$ cat config.mk
export PLATFORM = sky130hd
export DESIGN_NAME = fetch_ctrl
export DESIGN_NICKNAME = d
export VERILOG_FILES = /design/src/rtl/mips_pkg.sv /design/src/rtl/fetch_buf.sv /design/src/rtl/fetch_ctrl.sv
export SDC_FILE = /design/constraint.sdc
export NUM_CORES = 1
export LEC_CHECK = 0
export ABC_AREA = 1
export CAP_MARGIN = 40
export CORE_MARGIN = 2
export CORE_UTILIZATION = 55
export DETAILED_ROUTE_END_ITERATION = 6
export PLACE_DENSITY = 0.87
export REMOVE_ABC_BUFFERS = 1
export SKIP_LAST_GASP = 1
export SYNTH_ARGS = -nofsm -noshare
export SYNTH_HDL_FRONTEND = slang
export SYNTH_HIERARCHICAL = 1
export SYNTH_SLANG_ARGS = --single-unit
$ cat constraint.sdc
create_clock -name clk -period 3 [get_ports clk]
set_input_delay 0.6 -clock clk [delete_from_list [all_inputs] [get_ports clk]]
set_output_delay 0.6 -clock clk [all_outputs]
set_load 0.1 [all_outputs]
$ cat src/rtl/mips_pkg.sv
// Shared types and constants for the MIPS instruction-fetch front end.
package mips_pkg;

    localparam int unsigned WORD_W = 32;

    localparam logic [WORD_W-1:0] PC_INC         = WORD_W'(4);
    localparam logic [WORD_W-1:0] DEF_RESET_PC   = 32'h0000_0000;
    localparam logic [WORD_W-1:0] DEF_EXC_VECTOR = 32'h0000_0080;

    typedef enum logic [1:0] {
        IDLE  = 2'd0,
        ISSUE = 2'd1,
        WAIT  = 2'd2,
        HOLD  = 2'd3
    } fetch_state_e;

    // Instruction word together with the address it was fetched from
    typedef struct packed {
        logic [WORD_W-1:0] instr;
        logic [WORD_W-1:0] pc;
    } fetch_entry_t;

    // Force a byte address onto a word boundary
    function automatic logic [WORD_W-1:0] word_align(input logic [WORD_W-1:0] addr);
        return {addr[WORD_W-1:2], 2'b00};
    endfunction

endpackage

$ cat src/rtl/fetch_buf.sv
// One-entry holding register for an instruction that returned while IF/ID was stalled.
module fetch_buf
    import mips_pkg::*;
(
    input  logic         clk,
    input  logic         rst,
    input  logic         load,
    input  logic         clear,
    input  fetch_entry_t din,
    output logic         valid,
    output fetch_entry_t dout
);

    // Clear wins over load; payload only changes on load
    always_ff @(posedge clk or negedge rst) begin
        if (!rst) begin
            valid <= 1'b0;
            dout  <= '0;
        end else if (clear) begin
            valid <= 1'b0;
        end else if (load) begin
            valid <= 1'b1;
            dout  <= din;
        end
    end

endmodule

$ cat src/rtl/fetch_ctrl.sv
// Instruction-fetch sequencer: owns the PC, issues one outstanding imem request
// at a time and feeds the IF/ID slot with stall back-pressure and redirect squash.
// Optional misaligned-redirect trap enabled by defining FETCH_MISALIGN_TRAP_EN.
module fetch_ctrl
    import mips_pkg::*;
#(
    parameter logic [31:0] RESET_PC   = DEF_RESET_PC,
    parameter logic [31:0] EXC_VECTOR = DEF_EXC_VECTOR
) (
    input  logic        clk,
    input  logic        rst,
    input  logic        stall,
    input  logic        redirect,
    input  logic [31:0] redirect_pc,
    output logic        imem_req,
    output logic [31:0] imem_addr,
    input  logic        imem_ack,
    input  logic        imem_rvalid,
    input  logic [31:0] imem_rdata,
    output logic        if_valid,
    output logic [31:0] if_instr,
    output logic [31:0] if_pc,
    output logic [31:0] pc,
    output logic        misalign_exc
);

    fetch_state_e      state_q, state_d;
    logic [WORD_W-1:0] pc_q, pc_d;
    logic [WORD_W-1:0] pend_pc_q, pend_pc_d;
    logic              drop_q, drop_d;

    logic [WORD_W-1:0] redir_target;
    logic              redir_misalign;

    logic              buf_load, buf_clear;
    logic              take_rdata, take_buf;
    logic              buf_valid;
    fetch_entry_t      buf_din, buf_dout;

    logic              consume;
    logic              if_valid_d;
    logic [WORD_W-1:0] if_instr_d, if_pc_d;
    logic              imem_req_d;
    logic              misalign_exc_d;

`ifdef FETCH_MISALIGN_TRAP_EN
    assign redir_misalign = |redirect_pc[1:0];
    assign redir_target   = redir_misalign ? EXC_VECTOR : redirect_pc;
`else
    logic unused_trap;
    assign redir_misalign = 1'b0;
    assign redir_target   = word_align(redirect_pc);
    assign unused_trap    = ^{redirect_pc[1:0], EXC_VECTOR};
`endif

    assign imem_addr = pc_q;
    assign pc        = pc_q;
    assign buf_din   = '{instr: imem_rdata, pc: pend_pc_q};

    fetch_buf u_buf (
        .clk   (clk),
        .rst   (rst),
        .load  (buf_load),
        .clear (buf_clear),
        .din   (buf_din),
        .valid (buf_valid),
        .dout  (buf_dout)
    );

    // State, PC, pending address and squash flag
    always_ff @(posedge clk or negedge rst) begin
        if (!rst) begin
            state_q   <= IDLE;
            pc_q      <= RESET_PC;
            pend_pc_q <= '0;
            drop_q    <= 1'b0;
        end else begin
            state_q   <= state_d;
            pc_q      <= pc_d;
            pend_pc_q <= pend_pc_d;
            drop_q    <= drop_d;
        end
    end

    // Next state and datapath control; redirect overrides stall and handshakes
    always_comb begin
        state_d    = state_q;
        pc_d       = pc_q;
        pend_pc_d  = pend_pc_q;
        drop_d     = drop_q;
        buf_load   = 1'b0;
        buf_clear  = 1'b0;
        take_rdata = 1'b0;
        take_buf   = 1'b0;

        if (redirect) begin
            pc_d      = redir_target;
            buf_clear = 1'b1;
        end

        case (state_q)
            IDLE: state_d = ISSUE;
            ISSUE: begin
                if (imem_ack) begin
                    state_d = WAIT;
                    if (redirect) begin
                        drop_d = 1'b1;
                    end else begin
                        pend_pc_d = pc_q;
                        pc_d      = pc_q + PC_INC;
                    end
                end
            end
            WAIT: begin
                if (imem_rvalid) begin
                    state_d = ISSUE;
                    drop_d  = 1'b0;
                    if (!redirect && !drop_q) begin
                        if (!if_valid || !stall) begin
                            take_rdata = 1'b1;
                        end else begin
                            buf_load = 1'b1;
                            state_d  = HOLD;
                        end
                    end
                end else if (redirect) begin
                    drop_d = 1'b1;
                end
            end
            HOLD: begin
                if (redirect) begin
                    state_d = ISSUE;
                end else if (!stall) begin
                    take_buf  = 1'b1;
                    buf_clear = 1'b1;
                    state_d   = ISSUE;
                end
            end
            default: state_d = IDLE;
        endcase
    end

    // IF/ID slot, request and trap next values
    always_comb begin
        consume        = if_valid && !stall;
        if_valid_d     = if_valid && !consume;
        if_instr_d     = if_instr;
        if_pc_d        = if_pc;
        imem_req_d     = (state_d == ISSUE);
        misalign_exc_d = redirect && redir_misalign;

        if (take_rdata) begin
            if_valid_d = 1'b1;
            if_instr_d = imem_rdata;
            if_pc_d    = pend_pc_q;
        end else if (take_buf && buf_valid) begin
            if_valid_d = 1'b1;
            if_instr_d = buf_dout.instr;
            if_pc_d    = buf_dout.pc;
        end

        if (redirect) begin
            if_valid_d = 1'b0;
        end
    end

    // Registered outputs
    always_ff @(posedge clk or negedge rst) begin
        if (!rst) begin
            if_valid     <= 1'b0;
            if_instr     <= '0;
            if_pc        <= '0;
            imem_req     <= 1'b0;
            misalign_exc <= 1'b0;
        end else begin
            if_valid     <= if_valid_d;
            if_instr     <= if_instr_d;
            if_pc        <= if_pc_d;
            imem_req     <= imem_req_d;
            misalign_exc <= misalign_exc_d;
        end
    end

endmodule
# == After elaboration in Yosys (flattened, before gate mapping) ==
# Cells that the tools add are included.
# classes
n_reduce_logical,17
n_addsub,1
eq_ne,5
muxes,39
n_bitwise,2
# ops
operator,n
$mux 32,8
$add 32x3->32 const B,1
$mux 1,23
$mux 2,6
$pmux 2 s4,1
$reduce_bool 2->1,3
$logic_not 1->1,5
$eq 2x1->1 const B,2
$eq 2x2->1 const B,2
$logic_and 1x1->1,4
$reduce_and 2->1,2
$reduce_and 3->1,1
$logic_not 2->1,1
$ne 2x2->1 const B,1
$not 1->1,2
$pmux 1 s2,1
$logic_or 1x1->1,1
# word_totals
wordCells,75
output_inout_bits,131
regBits,198
input_bits,70

# == Depth between registers and ports, before layout ==
# Gate-level depths: netlist (run 1).
# logic_depth
word_depth,8
ltp_mapped,11
ltp_nobuf,11

# == Cells and area by module ==
# Netlist (run 1), hierarchy kept.
# by_module_without_submodules
mod,seq_area_each_um2,n_inst,cells_per_inst,area_per_inst_um2
fetch_ctrl,3328.2,1,831,6663.9
fetch_buf,1626.6,1,282,2608.8

# == Worst setup path before layout (run 1) ==
# No wires, ideal clock.
# synth_timing
kind,flip-flop to flip-flop
startpoint,"register pc_q[2], in the netlist imem_addr[2]"
endpoint,"register pc_q[30], in the netlist imem_addr[30]"
slack_ns,0.712
n_path_buf,0
path_stages_with_launch,11
t_arrival_ns,2.123
setup_ns,0.165
cell_sequence,dfrtp_1 > ha_1 > nand2_1 > inv_1 > nand2_1 > nor2_1 > nand2_1 > nor2_1 > nand3_1 > nand2_1 > o21ai_0
# synth_between
elab_chain_len,4
# synth_rtl
item,line,source
from (decl),fetch_ctrl.sv:28,"logic [WORD_W-1:0] pc_q, pc_d;"
from (signal assigned),fetch_ctrl.sv:79,pc_q <= pc_d;
$add 32x3->32,fetch_ctrl.sv:110,pc_d = pc_q + PC_INC;
$mux 32,fetch_ctrl.sv:106,if (redirect) begin
$mux 32,fetch_ctrl.sv:104,if (imem_ack) begin
$mux 32,fetch_ctrl.sv:101,case (state_q)
via pc_d[30],fetch_ctrl.sv:28,
# The timed path passes the listed nets, and every way through them passes these cells.
# A chain may end at the register's enable or synchronous reset.

# == Worst setup path after layout (run 1) ==
# layout_timing
startpoint,input redirect
endpoint,register u_buf/dout[24] (netlist bit)
# layout_between
elab_chain_len,6
word_cells_on_any_way,11
cone_classes,7 x mux; 1 x bitwise; 3 x reduce/logical
# layout_rtl
item,line,source
from (decl),fetch_ctrl.sv:13,"input logic redirect,"
$logic_not 1->1,fetch_ctrl.sv:118,if (!redirect && !drop_q) begin
$logic_and 1x1->1,fetch_ctrl.sv:118,
$mux 1,fetch_ctrl.sv:118,
$mux 1,fetch_ctrl.sv:115,if (imem_rvalid) begin
$mux 1,fetch_ctrl.sv:101,
via buf_load,fetch_ctrl.sv:35,"logic buf_load, buf_clear;"
$reduce_and 2->1 (no line),--,
to (signal assigned),fetch_buf.sv:23,dout <= din;
to (decl),fetch_buf.sv:11,output fetch_entry_t dout
# The timed path passes the listed nets, and every way through them passes these cells.

==> impl_metrics.env, run 1 <==
export IMPL_place_gp_congestion=0.9239
export IMPL_fp_dieH_um=133.8
export IMPL_synth_cells=1113
export IMPL_worst_pin_slew_ns=0.6979
export IMPL_grt_max_degree=80
export IMPL_start_util_pct=56.11
export IMPL_die_area_mm2=0.01791
export IMPL_cts_buffers=17
export IMPL_num_rows=47
export IMPL_grt_pass1_wl_um=39880
export IMPL_placedInstanceArea_mm2=0.01081
export IMPL_fmax_mhz=476.8
export IMPL_crit_top_cell="nand2_1"
export IMPL_htreeDepth=4
export IMPL_intPower_mw=5.688
export IMPL_io_pins=201
export IMPL_yosysTopAreaCell="dfrtp_1"
export IMPL_p_leak_nw=5.765
export IMPL_synth_warnings=6
export IMPL_antenna_found_initial=0
export IMPL_ff2ff_setup_slack_ns=0.95
export IMPL_async_reset_ff_share_pct=100.0
export IMPL_vias=8433
export IMPL_root_buffer="clkbuf_16"
export IMPL_dr_first_iter_drc_count=906
export IMPL_hold_path_class="in -> async"
export IMPL_die_w_um=133.8
export IMPL_syn_to_final_growth_pct=23.03
export IMPL_drc=0
export IMPL_postCtsSetupBuffers=0
export IMPL_ys_top_cells_by_area="dfrtp_1, nand2_1, nand3_1"
export IMPL_cts_resized=0
export IMPL_drive_above_1_share_pct=15.55
export IMPL_fillers=1269
export IMPL_synth_edf_count=0
export IMPL_fin_area_mm2=0.01141
export IMPL_tns_ns=0
export IMPL_synth_avg_cell_area_um2=8.331
export IMPL_cp_arrival_ns=2.41
export IMPL_rr_worst_depth=7
export IMPL_place_ws_ns=0.5000
export IMPL_ys_ff_latch=198
export IMPL_r2r_end="imem_addr[21]"
export IMPL_io_buffers=197
export IMPL_nets=1312
export IMPL_finClkSkew_ns=0.005398
export IMPL_wire_per_inst_um=16.93
export IMPL_p_per_area_mw_per_mm2=1008
export IMPL_rsz0062_at_grt="false"
export IMPL_slew_viol_final=0
export IMPL_seqPwrFrac_pct=32.8
export IMPL_clk_pin_slew_worst_paths_ns=0.07
export IMPL_worstSkewPairLatency_ns=0.43
export IMPL_required_ns=3.32
export IMPL_r2r_start="imem_addr[8]"
export IMPL_fin_hold_ws_ns=0.1895
export IMPL_hold_viol=0
export IMPL_period_share_pct=69.91
export IMPL_cts_tree="done"
export IMPL_p_clk_share_pct=19.9
export IMPL_viasPerCell=5.721
export IMPL_gr_total_overflow=0
export IMPL_grt_pass1_vias=7888
export IMPL_cts_hold_buf=0
export IMPL_synth_ff_type="dfrtp_1"
export IMPL_hpwl_um=15340
export IMPL_combinationalPowerShare_pct=47.3
export IMPL_diodes=0
export IMPL_first_pass_iters=6
export IMPL_max_stage_delay_ns=0.51
export IMPL_core_mm2=0.01652
export IMPL_wl_um=24950
export IMPL_max_clock_path_buffers=2
export IMPL_p_switching_mw=5.807
export IMPL_ant_nets=0
export IMPL_setup_ws_ns=0.9027
export IMPL_endpoint_kind="flop"
export IMPL_cp_cell_sequence="clkdlybuf4s50_1 > or2_1 > nor2_1 > nand2_1 > inv_2 > nand2_2 > buf_4 > nand2_1 > nand2_1"
export IMPL_drv_cap=0
export IMPL_final_common_cell="nand2_1"
export IMPL_post_route_util_pct=69.04
export IMPL_final_cell_mix="nand2_1, nand3_1, dfrtp_1"
export IMPL_sw_frac_of_total_pct=50.51
export IMPL_outcome="finished, final reports clean"
export IMPL_synth_area_mm2=0.009273
export IMPL_place_inst=1442
export IMPL_cpMaxStageDelayCell="clkdlybuf4s50_1"
export IMPL_critical_path_class="in -> reg"
export IMPL_synth_top_area_share_pct=53.43
export IMPL_final_cells=1474
export IMPL_period_needed_ns=2.097
export IMPL_power_total_mw=11.50
export IMPL_cts_sinks=198
export IMPL_ys_seq_area_share_pct=53.43
export IMPL_grt_usage_pct=28.04
export IMPL_cp_max_fo=36
export IMPL_setup_viol_count_final=0
export IMPL_ir_drop_uv=772.8
export IMPL_synth_distinct_cells=32
export IMPL_startpoint_type="primary input"
export IMPL_slew_headroom_pct=53.47
logic make-up (layout without fill, tap and decap cells):
family          Yosys count  in the layout  share of synthesized area, %
simple gates            643            643                         31.13
flops                   198            198                         53.43
buf+inv                 177            318                         9.553
compound gates           89             89                         5.303
xor+xnor                  2              2                        0.1889
mux                       2              2                        0.2159
fa+ha+maj                 1              1                        0.1349
other cells               1              1                       0.04044
cell usage after synthesis, drive strengths merged (2+ instances only):
master,count
o21ai,61
nor3,8
nand4,72
nor2,43
inv,68
o22ai,2
nand3,207
xor2,2
buf,64
o221ai,5
clkbuf,45
mux2i,2
dfrtp,198
a21oi,12
o211ai,2
nand2,312
o311ai,2
o31ai,2
power by group through the flow:
| stage | Sequential (mW) | Clock (mW) | Combinational [mW] |
|---|---|---|---|
| after global placement | 3.78 | 0 | 5.37 |
| final | 3.77 | 2.29 | 5.43 |
| after floorplan | 7.00 | 0 | 0.839 |
| after CTS | 3.76 | 2.31 | 5.45 |
| after detailed placement | 3.81 | 0 | 5.43 |
| after global routing | 3.84 | 2.45 | 5.64 |
registers in the layout (all words and copies together), names as in the netlist:
signal       cells
pend_pc_q       32
u_buf/dout      64
if_instr        32
state_q          2
if_valid         1
if_pc           32
imem_addr       32
imem_req         1
drop_q           1
u_buf/valid      1
routing by layer:
metal / up-vias / share of wire (%) / global-route usage (%)
li1: 3949 / - / -
met4: 0 / 2.6 / 12.06
met3: 56 / 8.2 / 4.837
met5: - / 0 / 0
met1: 3965 / 41 / 38.21
met2: 463 / 48 / 44.70
worst max-delay path: cells and delay by family:
family	cells	cell delay [ns]
buffers and inverters	3	0.97
AND/OR/NAND/NOR	6	0.82
layout make-up:
type / count / area, µm² / share of cell area [%]
timing repair buffer: 218 / 1871 / 16.40
clock buffer: 24 / 501.7 / 4.398
inverter: 68 / 255.2 / 2.237
tap: 220 / 275.3 / 2.413
sequential: 198 / 4956 / 43.44
clock inverter: 8 / 95.09 / 0.8335
multi-input combinational: 738 / 3455 / 30.28
how the worst max path moves through the flow:
stage                            start        endpoint  slack (ns)  cells after the start
after global routing      imem_addr[8]   imem_addr[21]        0.73                      7
final                         redirect  u_buf/dout[24]        0.90                      9
after detailed placement      redirect       if_pc[22]        0.50                      6
after floorplan                  stall     if_instr[0]       -2.10                      6
after CTS                     redirect       if_pc[22]        0.95                      6
after global placement        redirect        if_valid        0.56                      6
No activity file was read; power rests on OpenSTA's default activity.
==> run 2, diff against run 1 <==
- CORE_UTILIZATION: 55 -> 51
- PLACE_DENSITY: 0.87 -> 0.81
- clock period: 3 -> 2 ns (I/O delays scaled with it)
==> impl_metrics.env, run 2 (synthesized netlist as in run 1, its figures left out) <==
export IMPL_cp_max_fo=22
export IMPL_period_needed_ns=1.783
export IMPL_dr_first_iter_drc_count=903
export IMPL_vias=8599
export IMPL_hold_path_class="reg -> reg"
export IMPL_drive_above_1_share_pct=18.21
export IMPL_cts_tree="done"
export IMPL_place_inst=1493
export IMPL_startpoint_type="primary input"
export IMPL_slew_viol_final=0
export IMPL_slew_headroom_pct=66.05
export IMPL_cts_sinks=198
export IMPL_wl_um=25740
export IMPL_finClkSkew_ns=0.006932
export IMPL_root_buffer="clkbuf_16"
export IMPL_ff2ff_setup_slack_ns=0.24
export IMPL_max_stage_delay_ns=0.51
export IMPL_fillers=1338
export IMPL_p_leak_nw=6.217
export IMPL_first_pass_iters=6
export IMPL_cp_arrival_ns=2.11
export IMPL_ant_nets=0
export IMPL_nets=1355
export IMPL_regMostFlops="u_buf/dout"
export IMPL_worstSkewPairLatency_ns=0.43
export IMPL_antenna_found_initial=0
export IMPL_io_buffers=197
export IMPL_final_common_cell="nand2_1"
export IMPL_clk_pin_slew_worst_paths_ns=0.06
export IMPL_grt_pass1_vias=8415
export IMPL_setup_ws_ns=0.2169
export IMPL_drc=0
export IMPL_grt_pass1_wl_um=42220
export IMPL_start_util_pct=51.80
export IMPL_diodes=0
export IMPL_grt_max_degree=60
export IMPL_syn_to_final_growth_pct=34.15
export IMPL_gr_total_overflow=0
export IMPL_place_gp_congestion=0.9861
export IMPL_rr_worst_depth=9
export IMPL_setup_viol_count_final=0
export IMPL_cpMaxStageDelayCell="clkdlybuf4s50_1"
export IMPL_fmax_mhz=560.8
export IMPL_required_ns=2.32
export IMPL_final_cells=1525
export IMPL_grt_usage_pct=26.86
export IMPL_final_cell_mix="nand2_1, nand3_1, dfrtp_1"
export IMPL_worst_pin_slew_ns=0.5092
export IMPL_p_per_area_mw_per_mm2=1414
export IMPL_postCtsSetupBuffers=0
export IMPL_io_pins=201
export IMPL_period_share_pct=89.15
export IMPL_critical_path_class="in -> reg"
export IMPL_cts_buffers=17
export IMPL_max_clock_path_buffers=2
export IMPL_hp_start="u_buf/dout[41]"
export IMPL_rsz0062_at_grt="false"
export IMPL_r2r_start="imem_addr[6]"
export IMPL_die_area_mm2=0.01928
export IMPL_fin_area_mm2=0.01244
export IMPL_holdPathStages=2
export IMPL_place_ws_ns=-0.1969
export IMPL_core_mm2=0.01790
export IMPL_outcome="finished, final reports clean"
export IMPL_r2r_end="imem_addr[22]"
export IMPL_hold_viol=0
export IMPL_htreeDepth=4
export IMPL_drv_cap=0
export IMPL_cp_cell_sequence="clkdlybuf4s50_1 > buf_12 > nor2_1 > inv_1 > nor2_4 > nand3_1 > nor3_1 > nand3_1 > nand2_1 > nand2_1"
export IMPL_hpwl_um=17190
export IMPL_ir_drop_uv=1135
export IMPL_placedInstanceArea_mm2=0.01186
export IMPL_wire_per_inst_um=16.88
export IMPL_num_rows=49
export IMPL_largest_reg_flops=64
export IMPL_fp_dieH_um=138.8
export IMPL_cp_startpoint="redirect"
export IMPL_die_w_um=138.8
export IMPL_endpoint_kind="flop"
export IMPL_viasPerCell=5.639
export IMPL_min_to="u_buf/dout[41]"
## run 2: changes by cell type in the layout (fill, tap and decap cells not counted)
cell	previous run	this run
buf_12	5	63
buf_4	146	130
clkinv_2	4	2
bufinv_16	2	1
clkbuf_1	2	3
clkbuf_8	6	5
clkinv_4	0	1
clkinvlp_4	2	3
dlygate4sd3_1	0	1
nor2_1	40	39
nor2_2	1	2
## run 2: final cells by class
class                   count  area [µm²]  share of cell area, %
clock buffers              24       491.7                  3.953
repair buffers            261        2922                  23.49
clock inverters             7       71.32                 0.5733
well taps                 229       286.5                  2.303
multi-input cells         738        3457                  27.79
inverters                  68       255.2                  2.052
flip-flops and latches    198        4956                  39.84
## run 2: worst max-delay path by stage
stage | slack, ns | to | cells past startpoint
6_report | 0.22 | imem_addr[31] | 10
4_1_cts | 0.19 | imem_addr[22] | 9
3_3_place_gp | -0.13 | if_pc[4] | 7
5_1_grt | 0.05 | imem_addr[22] | 10
3_5_place_dp | -0.20 | imem_addr[31] | 10
2_1_floorplan | -2.97 | if_instr[0] | 7
## run 2: power by group
part	switching, mW	total [mW]	internal (mW)
registers	0.697	5.64	4.94
clock network	1.46	3.30	1.84
logic	6.66	8.64	1.98
total	8.82	17.6	8.77
## run 2: worst max-delay path: cells and delay by family
kind,cells,cell delay [ns]
buffers and inverters,3,0.80
and+or+nand+nor,7,0.89
## run 2: per-stage QoR
stage	power, mW	hold WS (ns)	util (%)	setup TNS, ns
after floorplan	11.76	0.1044	-	-328.41
after global placement	14.20	0.4052	66.27	-11.55
after detailed placement	14.34	0.4098	66.27	-16.82
after CTS	17.65	0.4739	69.47	0
after global routing	18.26	0.4866	69.49	0
final	17.59	0.4707	69.49	0
## run 2: per-layer routing
layer	track usage [%]	up-vias	share of wire [%]
met1	36.88	4115	42
li1	-	4026	-
met2	43.27	413	49
met3	5.180	45	7.5
met5	0	-	0
met4	9.197	0	1.7
## run 2: what timing repair did
item / 4_1_cts / 5_1_grt
endpoints found under the setup margin: 0 / 2
resized for setup: 0 / 1
hold buffers: 1 / 0
hold endpoints to repair: 52 / 0
==> run 3, diff against run 2 <==
- clock period: 2 -> 1.9 ns (I/O delays scaled with it)
==> impl_metrics.env, run 3 (synthesized netlist as in run 1, its figures left out) <==
export IMPL_required_ns=2.26
export IMPL_p_per_area_mw_per_mm2=1472
export IMPL_outcome="finished, final reports clean"
export IMPL_final_cell_mix="nand2_1, nand3_1, dfrtp_1"
export IMPL_syn_to_final_growth_pct=40.45
export IMPL_cpMaxStageDelayCell="clkdlybuf4s50_1"
export IMPL_wire_per_inst_um=17.35
export IMPL_regMostFlops="u_buf/dout"
export IMPL_place_inst=1510
export IMPL_endpoint_kind="flop"
export IMPL_worstSkewPairLatency_ns=0.43
export IMPL_dr_first_iter_drc_count=908
export IMPL_wl_um=26750
export IMPL_slew_viol_final=0
export IMPL_fmax_mhz=572.2
export IMPL_hold_path_class="reg -> reg"
export IMPL_drc=0
export IMPL_p_leak_nw=6.413
export IMPL_grt_pass1_wl_um=43830
export IMPL_setup_viol_count_final=0
export IMPL_cts_tree="done"
export IMPL_antenna_found_initial=0
export IMPL_cp_max_fo=23
export IMPL_core_mm2=0.01790
export IMPL_tns_ns=0
export IMPL_gr_total_overflow=0
export IMPL_drv_cap=0
export IMPL_max_stage_delay_ns=0.51
export IMPL_grt_usage_pct=27.81
export IMPL_vias=8884
export IMPL_cts_sinks=198
export IMPL_htreeDepth=4
export IMPL_root_buffer="clkbuf_16"
export IMPL_final_cells=1542
export IMPL_drive_above_1_share_pct=19.35
export IMPL_rsz0062_at_grt="false"
export IMPL_ir_drop_uv=1299
export IMPL_num_rows=49
export IMPL_start_util_pct=51.80
export IMPL_first_pass_iters=7
export IMPL_max_clock_path_buffers=2
export IMPL_period_needed_ns=1.748
export IMPL_cp_arrival_ns=2.10
export IMPL_grt_max_degree=52
export IMPL_die_area_mm2=0.01928
export IMPL_ant_nets=0
export IMPL_period_share_pct=91.98
export IMPL_grt_pass1_vias=8827
export IMPL_postCtsSetupBuffers=0
export IMPL_die_w_um=138.8
export IMPL_post_route_util_pct=72.75
export IMPL_place_gp_congestion=0.9686
export IMPL_hold_viol=0
export IMPL_holdPathStages=2
export IMPL_clk_pin_slew_worst_paths_ns=0.07
export IMPL_finClkSkew_ns=0.01486
export IMPL_hpwl_um=18610
export IMPL_largest_reg_flops=64
export IMPL_io_pins=201
export IMPL_critical_path_class="in -> reg"
export IMPL_place_ws_ns=-0.2330
export IMPL_io_buffers=197
export IMPL_startpoint_type="primary input"
export IMPL_nets=1372
export IMPL_diodes=0
export IMPL_final_common_cell="nand2_1"
export IMPL_cp_cell_sequence="clkdlybuf4s50_1 > buf_4 > inv_2 > o21ai_0 > inv_2 > buf_4 > nand3_1 > nand2_1"
export IMPL_setup_ws_ns=0.1524
export IMPL_viasPerCell=5.761
export IMPL_cts_buffers=17
export IMPL_rr_worst_depth=10
export IMPL_fp_dieH_um=138.8
-- run 3: changes by cell type in the layout (fill, tap and decap cells not counted), sizes merged --
cell	before	now
buf	193	210
clkbuf	25	23
clkinv	3	4
clkinvlp	3	4
-- run 3: final timing paths --
path,slack (ns),from,endpoint
setup / recovery,0.15,redirect,u_buf/dout[20]
hold / removal,0.47,u_buf/dout[33],u_buf/dout[33]
setup reg to reg,0.18,imem_addr[3],imem_addr[24]
hold reg to reg,0.47,u_buf/dout[33],u_buf/dout[33]
max in group asynchronous,0.72,rst,u_buf/dout[19]
min in group asynchronous,0.49,rst,u_buf/dout[58]
-- run 3: cell type report --
cell class	instances	area, µm²
clock buffers	22	454.2
clock inverters	9	80.08
fillers	1265	4878
inverters	68	255.2
multi-input cells	738	3467
flip-flops and latches	198	4956
well taps	229	286.5
repair buffers	278	3525
-- run 3: routing by layer --
layer	up-vias	share of wire, %	global-route usage, %
met5	-	0	0
met4	0	2.7	11.54
met3	66	7.4	5.628
met2	491	49	44.75
met1	4268	41	37.17
li1	4059	-	-
-- run 3: metrics by stage --
stage	total power, mW	hold WS (ns)	cell area, µm²
3_5_place_dp	15.88	0.3673	12470
5_1_grt	19.88	0.4921	13020
6_report	19.17	0.4711	13020
4_1_cts	19.21	0.4743	13010
2_1_floorplan	12.38	0.08441	8642
3_3_place_gp	15.70	0.3657	12470
-- run 3: repair_timing --
action                                  in CTS  in global routing
hold buffers                                 1                  0
gates resized for setup                      0                  5
endpoints found under the hold margin       44                  0
endpoints found under the setup margin       0                  5
-- run 3: worst max-delay path, delay by kind of cell --
kind	cells	cell delay (ns)
AOI/OAI and AO/OA	1	0.15
buffers and inverters	5	1.31
and+or+nand+nor	2	0.25
-- run 3: where the power goes --
part           switching [mW]  leakage (nW)  internal (mW)
Combinational            7.08          3.57           2.67
Sequential              0.876          2.59           5.21
Clock                    1.51         0.252           1.83
==> RTL edit, RTL diff (config.mk and constraints of run 2) <==
The option `FETCH_MISALIGN_TRAP_EN` is turned on by a define.
--- a/src/rtl/fetch_ctrl.sv
+++ b/src/rtl/fetch_ctrl.sv
@@ -3,2 +3,4 @@
 // Optional misaligned-redirect trap enabled by defining FETCH_MISALIGN_TRAP_EN.
+`define FETCH_MISALIGN_TRAP_EN
+
 module fetch_ctrl
Function: changed (Yosys sat finds a counterexample within 4 cycles, from zero or initial values and one cycle with rst low).
==> RTL edit against run 2 <==
- power shrank 2.1%
- cell area rose by 2.2%
- largest cell class unchanged
- setup slack worse by 0.072 ns
- sequential cell count grew 1
- synthesized area is 2.4% higher
- utilization increased by 0.79 points
- wire length grew 7.8%
- first-iteration DRC count up 8.9%
- highest routed layer unchanged
==> RTL edit: results (changes against run 2) <==
stage;metric;value;unit;change
run_status;status;complete, no violations;;
pwr;intPower;8.53;mW;-2.7%
pwr;p_clk;3.25;mW;-2%
global_route;grt_pass1_wl;45.4;mm;+7.6%
placed_design;dp.cells;1525;;+2.1%
setup_path;cpMaxStageDelayCell;dfrtp_1;;
yosys;synthTopCellsByCount;nand2_1, nand3_1, dfrtp_1;;
yosys;synth_area_leaders;dfrtp_1, nand3_1, nand2_1, nand4_1, inv_1;;
drt;dr_total_vias;9056;;+5.3%
placed_design;dp_hpwl;18.9;mm;+10%
setup_path;worst-r2r-cell-count;8;;-1
drt;drtIter0Drc;983;;+8.9%
timing;clock_skew;0.00963;ns;+0.00269 ns
setup_path;crit_start;imem_addr[3];;
drt;wire_per_inst;17.8;um;+5.5%
finish;layout.nets;1387;;+2.4%
yosys;synth_cell_types;28;;-13%
timing;timing.final.crit_period;1.85;ns;+0.0718 ns
placed_design;gp_congestion;0.916;;-7.1%
finish;drive_above_1_share;0.184;;+0.00164
cts;cts_buffers;17;;unchanged
placed_design;io_buffers;200;;+1.5%
hold_path;hp-class;in -> async;;
setup_path;reg2reg_to;imem_addr[30];;
setup_path;crit_fanout;5;;-77%
timing;worstMarginPinSlew;0.600;ns;+0.0904 ns
finish;nFillCells;1370;;+2.4%
pwr;p_leak;6.33;nW;+1.8%
yosys;synth.avg_cell_area;8.32;um^2;-0.11%
setup_path;reg2reg_slack;0.15;ns;-0.09 ns
global_route;first_global_vias;8999;;+6.9%
placed_design;pre_cts_ws;-0.0984;ns;+0.0985 ns
global_route;grt.total_usage;0.287;;+0.0183
yosys;ys_seq_area_frac;0.524;;-0.00990
pwr;pg_seq;5.51;mW;-2%
finish;fin_cells;1557;;+2.1%
setup_path;cp.arrival;2.17;ns;+0.06 ns
pwr;p_total;17.2;mW;-2.1%
setup_path;critPathMaxStageDelay;0.42;ns;-0.09 ns
-- RTL edit: logic make-up after synthesis --
group,after synthesis,synth area share
AND/OR/NAND/NOR,650,0.313
buffers and inverters,200,0.106
flip-flops,199,0.524
AO/OA/AOI/OAI,91,0.0552
adder cells (fa/ha/maj),1,0.00132
-- RTL edit: metal layers --
| layer | vias to the layer above | GRT usage | part of all wire |
|---|---|---|---|
| met1 | 4292 | 0.377 | 0.40 |
| li1 | 4143 | - | - |
| met5 | - | 0 | 0 |
| met3 | 82 | 0.0479 | 0.084 |
| met4 | 0 | 0.131 | 0.034 |
| met2 | 539 | 0.471 | 0.48 |
-- RTL edit: timing repair --
action                                  CTS  global route
buffers inserted                          0             0
endpoints found under the setup margin    0             3
endpoints found under the hold margin    19             0
hold buffers                              1             0
resized for setup                         0             1
-- RTL edit: layout make-up --
| class | count | area share |
|---|---|---|
| Clock buffer | 19 | 0.0348 |
| Clock inverter | 12 | 0.00807 |
| Inverter | 90 | 0.0266 |
| Multi-Input combinational cell | 742 | 0.278 |
| Sequential cell | 199 | 0.392 |
| Tap cell | 229 | 0.0225 |
| Timing Repair Buffer | 266 | 0.238 |
-- RTL edit: stage by stage --
step | area, um^2 | hold WS (ns) | TNS [ns] | util
3_5_place_dp | 12200 | 0.277 | -4.98 | 0.672
3_3_place_gp | 12200 | 0.276 | -1.74 | 0.672
2_1_floorplan | 8820 | 0.104 | -376.99 | -
6_report | 12700 | 0.390 | 0 | 0.703
4_1_cts | 12700 | 0.386 | 0 | 0.703
5_1_grt | 12700 | 0.403 | -0.0322 | 0.703
